==> src/rtl/iobus_initiator.sv <==
// iobus_initiator: converts one valid/ready command into a single IO bus access and returns data or timeout
module iobus_initiator #(
  parameter int TIMEOUT_CYCLES = 255,
  parameter int TO_BITS = 8
) (
  input  logic        io_clk,
  input  logic        io_rst,
  input  logic        cmd_valid,
  output logic        cmd_ready,
  input  logic        cmd_write,
  input  logic [31:0] cmd_addr,
  input  logic [3:0]  cmd_be,
  input  logic [31:0] cmd_wdata,
  output logic        rsp_valid,
  input  logic        rsp_ready,
  output logic [31:0] rsp_rdata,
  output logic        rsp_timeout,
  output logic        io_addr_strobe,
  output logic        io_read_strobe,
  output logic        io_write_strobe,
  output logic [31:0] io_address,
  output logic [3:0]  io_byte_enable,
  output logic [31:0] io_write_data,
  input  logic [31:0] io_read_data,
  input  logic        io_ready,
  output logic        busy
);
  typedef enum logic [1:0] {IDLE, ISSUE, WAIT, RESP} state_t;
  state_t state, state_nx;
  logic [TO_BITS-1:0] cnt, cnt_nx;
  logic wr, expire, done;
  // cmd_ready is also forced low while reset is held so every output reads 0 in reset
  assign cmd_ready = state == IDLE && !io_rst;
  assign rsp_valid = state == RESP;
  assign busy = state == ISSUE || state == WAIT;
  assign io_addr_strobe = state == ISSUE;
  assign io_write_strobe = state == ISSUE && wr;
  assign io_read_strobe = state == ISSUE && !wr;
  // completion detect, next state and wait counter; the strobe cycle counts as wait 0
  always_comb begin
    expire = TIMEOUT_CYCLES != 0 && state == WAIT && cnt == TO_BITS'(TIMEOUT_CYCLES);
    done = busy && (io_ready || expire);
    state_nx = state == IDLE ? (cmd_valid ? ISSUE : IDLE) :
               state == RESP ? (rsp_ready ? IDLE : RESP) :
               done ? RESP : WAIT;
    cnt_nx = state == ISSUE ? TO_BITS'(1) : state == WAIT ? cnt + TO_BITS'(1) : cnt;
  end
  // state, bus-side command latch and response registers
  always_ff @(posedge io_clk or posedge io_rst) begin
    if (io_rst) begin
      state <= IDLE;
      cnt <= '0;
      wr <= 1'b0;
      io_address <= '0;
      io_byte_enable <= '0;
      io_write_data <= '0;
      rsp_rdata <= '0;
      rsp_timeout <= 1'b0;
    end else begin
      state <= state_nx;
      cnt <= cnt_nx;
      if (state == IDLE && cmd_valid) begin
        wr <= cmd_write;
        io_address <= cmd_addr;
        io_byte_enable <= cmd_be;
        io_write_data <= cmd_wdata;
      end
      if (done) begin
        rsp_rdata <= io_ready && !wr ? io_read_data : '0;
        rsp_timeout <= !io_ready;
      end else if (state == RESP && rsp_ready) begin
        rsp_rdata <= '0;
        rsp_timeout <= 1'b0;
      end
    end
  end
endmodule

==> config.mk <==
export PLATFORM = sky130hd
export DESIGN_NAME = iobus_initiator
export DESIGN_NICKNAME = d
export VERILOG_FILES = /design/src/rtl/iobus_initiator.sv
export SDC_FILE = /design/constraint.sdc
export NUM_CORES = 1
export LEC_CHECK = 0
export BUFFER_PORTS_ARGS = -buffer_cell sky130_fd_sc_hd__buf_4
export CAP_MARGIN = 25
export CORE_UTILIZATION = 35
export DETAILED_ROUTE_END_ITERATION = 6
export GPL_ROUTABILITY_DRIVEN = 0
export PLACE_DENSITY = 0.73
export SETUP_SLACK_MARGIN = 0.2
export SLEW_MARGIN = 30
export SYNTH_ARGS = -nofsm -noshare
export SYNTH_HDL_FRONTEND = slang
export SYNTH_SLANG_ARGS = --single-unit
==> constraint.sdc <==
create_clock -name io_clk -period 3.5 [get_ports io_clk]
set_input_delay 0.175 -clock io_clk [delete_from_list [all_inputs] [get_ports io_clk]]
set_output_delay 0.175 -clock io_clk [all_outputs]
set_load 0.005 [all_outputs]
=== Word-level counts from Yosys, hierarchy flattened ===
Cells that the tools add are included.

* Memories kept: 0
* Word-level logic and storage cells: 41
* Latch bits: 0
* Bits in registers: 112
* Output and inout bits: 107
* Input port bits: 106
* Bits in read-only memories: 0
* RAM bits: 0

* Muxes and demuxes: 12
* Equal/unequal tests: 4
* $lt $le $gt $ge: 0
* $add $sub $neg: 1
* Multiply operators: 0
* Div/mod/pow operators: 0
* Reduce and logical (&&, ||, !) cells: 16
* Shift operators: 0
* Bitwise logic cells: 0

{| class="wikitable"
|+ Operators with widths
! cell !! count
|-
| $mux 32 || 3
|-
| $mux 8 || 2
|-
| $add 8x1->8 const B || 1
|-
| $eq 8x8->1 const B || 1
|-
| $logic_and 1x1->1 || 8
|-
| $mux 2 || 3
|-
| $eq 2x2->1 const B || 2
|-
| $mux 1 || 4
|-
| $reduce_bool 2->1 || 2
|-
| $logic_not 1->1 || 3
|-
| $eq 2x1->1 const B || 1
|-
| $logic_not 2->1 || 1
|-
| $logic_or 1x1->1 || 2
|}

=== Logic depth before layout (Yosys ltp) ===
* Depth in word-level cells: 7
* Depth in mapped cells: 7
* Gate-level depth less buffers: 5

=== Worst setup path before layout ===
OpenSTA, ideal clock, no wires.

* Path kind: register to register
* Start: register state[0]
* End: register rsp_rdata[0]
* Buffers on the path: 2
* Clock period less this slack: 1.733 ns
* Path slack: 1.767 ns
* Stages on the path, launching flop included: 8
* Arrival time: 1.666 ns
* Library setup time: 0.066 ns
* Required time: 3.434 ns
* Cells stage by stage: dfrtp_1 > inv_1 > ha_1 > buf_2 > a22oi_1 > o31a_1 > buf_6 > a22o_1

* Elaborated cells between the ends (all ways): 10
* Classes of those cells: 3 x eq/ne; 1 x mux; 6 x reduce/logical

{| class="wikitable"
|+ RTL lines
! item !! line !! text
|-
| start, declared || 29 || <nowiki>state_t state, state_nx;</nowiki>
|-
| start signal, assigned || 60 || <nowiki>state <= state_nx;</nowiki>
|-
| $eq 2x1->1 or $eq 2x2->1 (tied branches) || 35 || <nowiki>assign busy = state == ISSUE || state == WAIT;</nowiki>
|-
| $logic_or 1x1->1 (*) || 35 ||
|-
| via busy || 26 || <nowiki>output logic busy</nowiki>
|-
| $logic_and 1x1->1 (*) || 42 || <nowiki>done = busy && (io_ready || expire);</nowiki>
|-
| $mux 32 or $reduce_bool 2->1 (tied branches) || n/a ||
|-
| end signal, assigned || 69 || <nowiki>rsp_rdata <= io_ready && !wr ? io_read_data : '0;</nowiki>
|-
| end, declared || 16 || <nowiki>output logic [31:0] rsp_rdata,</nowiki>
|}

The timed path passes the listed nets; every way through them passes the cells marked *.
A chain may end at the register's enable or synchronous reset.

=== Worst setup path after layout ===
* Start: register state[0]
* End: register io_address[29]

* Word-level cells in the longest chain between the ends: 2

{| class="wikitable"
|+ RTL lines
! item !! line !! text
|-
| $logic_not 2->1 || 62 || <nowiki>if (state == IDLE && cmd_valid) begin</nowiki>
|-
| $logic_and 1x1->1 || 62 ||
|-
| end signal, assigned || 64 || <nowiki>io_address <= cmd_addr;</nowiki>
|-
| end, declared || 21 || <nowiki>output logic [31:0] io_address,</nowiki>
|}

Every way passes these cells.

==> results.sh <==
export IMPL_dr_first_iter_drc_count=107
export IMPL_postCtsResizedCells=0
export IMPL_yosysWarningCount=0
export IMPL_reg2reg_to="io_address[29]"
export IMPL_maxCapViolations=0
export IMPL_post_cts_buffers=0
export IMPL_crit_slowest_cell="and2_2"
export IMPL_grt_max_degree=85
export IMPL_io_buffer_count=212
export IMPL_dpl_hpwl_um=7454
export IMPL_total_power_w=0.005369
export IMPL_stdcell_count=647
export IMPL_num_vias=3133
export IMPL_cp_data_required_time_ns=3.72
export IMPL_first_pass_iters=4
export IMPL_critPathMaxStageDelay_ns=0.67
export IMPL_area_growth_pct=47.82
export IMPL_drt_wl_total_um=10030
export IMPL_yosys_area_top_type_share_pct=65.12
export IMPL_finalMaxSlewViolations=0
export IMPL_syn_nets=394
export IMPL_yosysUniqueCellTypes=28
export IMPL_dieWidth_um=112.9
export IMPL_worstPathBufferInverterCount=2
export IMPL_r2r_cells=5
export IMPL_cp_arrival_ns=2.44
export IMPL_r2r_slack_ns=1.29
export IMPL_num_rows=40
export IMPL_grt_overflow=0
export IMPL_avgRoutedWirePerCell_um=15.50
export IMPL_min_period_ns=2.212
export IMPL_clk_latency_ns=0.35
export IMPL_grt_pass1_wl_um=16080
export IMPL_start_kind="register"
export IMPL_pre_cts_slack_ns=1.269
export IMPL_min_delay_start="io_ready"
export IMPL_syn_avg_cell_area_um2=15.21
export IMPL_grt_total_usage_pct=16.20
export IMPL_crit_type="register to register"
export IMPL_layout_worst_path_cycle_share_pct=63.21
export IMPL_r2r_start="state[0]"
export IMPL_cts_root_buffer="clkbuf_16"
export IMPL_start_util_pct=35.83
export IMPL_fin_ws_ns=1.288
export IMPL_min_to="rsp_timeout"
export IMPL_nets=606
export IMPL_syn_area_um2=4304
export IMPL_end_kind="register"
export IMPL_fin_skew_ns=0.01226
export IMPL_power_leakage_nw=3.120
export IMPL_path_depth=5
export IMPL_cts_buffer_depth=2
export IMPL_yosys_register_bits=112
export IMPL_path_clk_slew_ns=0.07
export IMPL_core_area_um2=12010
export IMPL_slew_headroom_pct=48.65
export IMPL_multi_input_area_um2=1403
export IMPL_path_cells="inv_1 -> ha_1 -> and2_2 -> buf_12 -> mux2_2"
export IMPL_setup_viol=0
export IMPL_hold_depth=2
export IMPL_cts_sinks=112
export IMPL_cpLargestDelayFamily="simple AND/OR/NAND/NOR gates"
export IMPL_drc=0
export IMPL_die_y_um=112.9
export IMPL_tightest_slew_ns=0.7702
export IMPL_antenna_cells=0
export IMPL_ir_drop_mv=0.4227
export IMPL_antenna_found_initial=0
export IMPL_cts_buffers=9
export IMPL_power_density_nw_per_um2=843.8
export IMPL_hold_viol_final=0
export IMPL_ioPinCount=213
export IMPL_rsz0062_at_grt="false"
export IMPL_dp_cells=630
export IMPL_final_core_util_pct=52.97
export IMPL_cp_max_fo=39
export IMPL_fmax_mhz=452.0
export IMPL_tritoncts="yes"
export IMPL_postSynthCellCount=283
export IMPL_via_per_inst=4.842
export IMPL_cts_max_level=3
export IMPL_regArea_um2=2803
export IMPL_drtAntennaViolNets=0
export IMPL_hold_class="primary input to register"
export IMPL_tns_ns=0
export IMPL_grt_pass1_vias=3365
export IMPL_ys_top_cells_by_area="dfrtp_1 (65%), mux2_2 (18%), a22o_1 (6.7%)"
export IMPL_yosysSeqAreaShare_pct=65.12
export IMPL_yosys_area_top_type="dfrtp_1"
export IMPL_status="completed"
export IMPL_final_layout_size_suffix_gt1_share_pct=61.00
export IMPL_die_area_um2=12750
export IMPL_n_fill_cell=1040
[routing by layer]
layer / track usage, % / share of wire [%]
met5: 0 / 0
met4: 7.544 / 2.4
met3: 4.660 / 7.0
met2: 28.52 / 51
met1: 18.17 / 40
[Yosys cell counts]
cell type / count
o311ai_0: 1
nand2b_1: 2
buf_2: 8
mux2_2: 69
a21oi_1: 4
o2bb2ai_1: 1
and2_1: 3
o21ai_0: 6
nand2_1: 7
nand3_1: 2
a22oi_1: 1
a31oi_1: 1
o41ai_1: 1
buf_6: 3
nand4_1: 2
nand3_2: 1
nor2b_1: 4
nor2_1: 2
nor3_1: 1
or3_1: 2
dfrtp_1: 112
ha_1: 5
inv_1: 4
o31a_1: 1
o32a_1: 1
a22o_1: 33
mux2i_1: 2
clkbuf_1: 4
[cell usage in the layout (no fill, tap or decap), drive strengths merged, types with 4 or more instances in the layout]
master  count
inv         5
buf       215
ha          5
a21oi       4
o21ai       6
nor2b       4
clkbuf     11
nand2       7
dfrtp     112
a22o       33
mux2       69
[cells by family (layout without fill, tap and decap cells)]
| group | count (synthesis) | after routing | share of synthesized area [%] |
|---|---|---|---|
| flip-flops | 112 | 112 | 65.12 |
| multiplexers | 71 | 71 | 18.52 |
| AO/OA/AOI/OAI | 50 | 50 | 9.245 |
| AND/OR/NAND/NOR | 26 | 26 | 3.256 |
| buffers and inverters | 19 | 236 | 2.413 |
| adder cells (fa/ha/maj) | 5 | 5 | 1.453 |
[area by class of cell]
type	instances	share of cell area, %
inverter	4	0.3147
multi-input combinational	152	22.05
sequential	112	44.05
tap	147	2.891
timing repair buffer	216	25.72
clock buffer	11	3.972
clock inverter	5	1.003
[what timing repair did]
item / 4_1_cts / 5_1_grt
endpoints found under the hold margin: 1 / 0
setup endpoints to repair: 0 / 0
hold buffers: 1 / 0
[where the power goes]
group	internal (W)	switching, W
sequential	0.00186	0.000336
clock	0.000599	0.000458
combinational	0.00131	0.000797
total	0.00378	0.00159
[flip-flops by register name (all words and copies together) (netlist names)]
register,cells
io_address,32
rsp_timeout,1
io_byte_enable,4
cnt,8
io_write_data,32
state,2
rsp_rdata,32
wr,1
[worst max path at each step]
| stage | startpoint | endpoint | slack (ns) |
|---|---|---|---|
| floorplan | io_rst | cnt[0] | 0.37 |
| global placement | state[0] | rsp_rdata[11] | 1.10 |
| detailed placement | state[0] | io_address[29] | 1.27 |
| CTS | state[0] | io_address[12] | 1.24 |
| global route | state[0] | io_write_data[0] | 1.15 |
| finish | state[0] | io_address[29] | 1.29 |
[stage by stage]
stage	area (um2)	hold slack (ns)
after floorplan	4304	0.2676
after global placement	6032	0.3834
after detailed placement	6036	0.3794
after CTS	6362	0.01973
after global routing	6362	0.02534
final	6362	0.03325
Power figures use the tool's default switching activity.
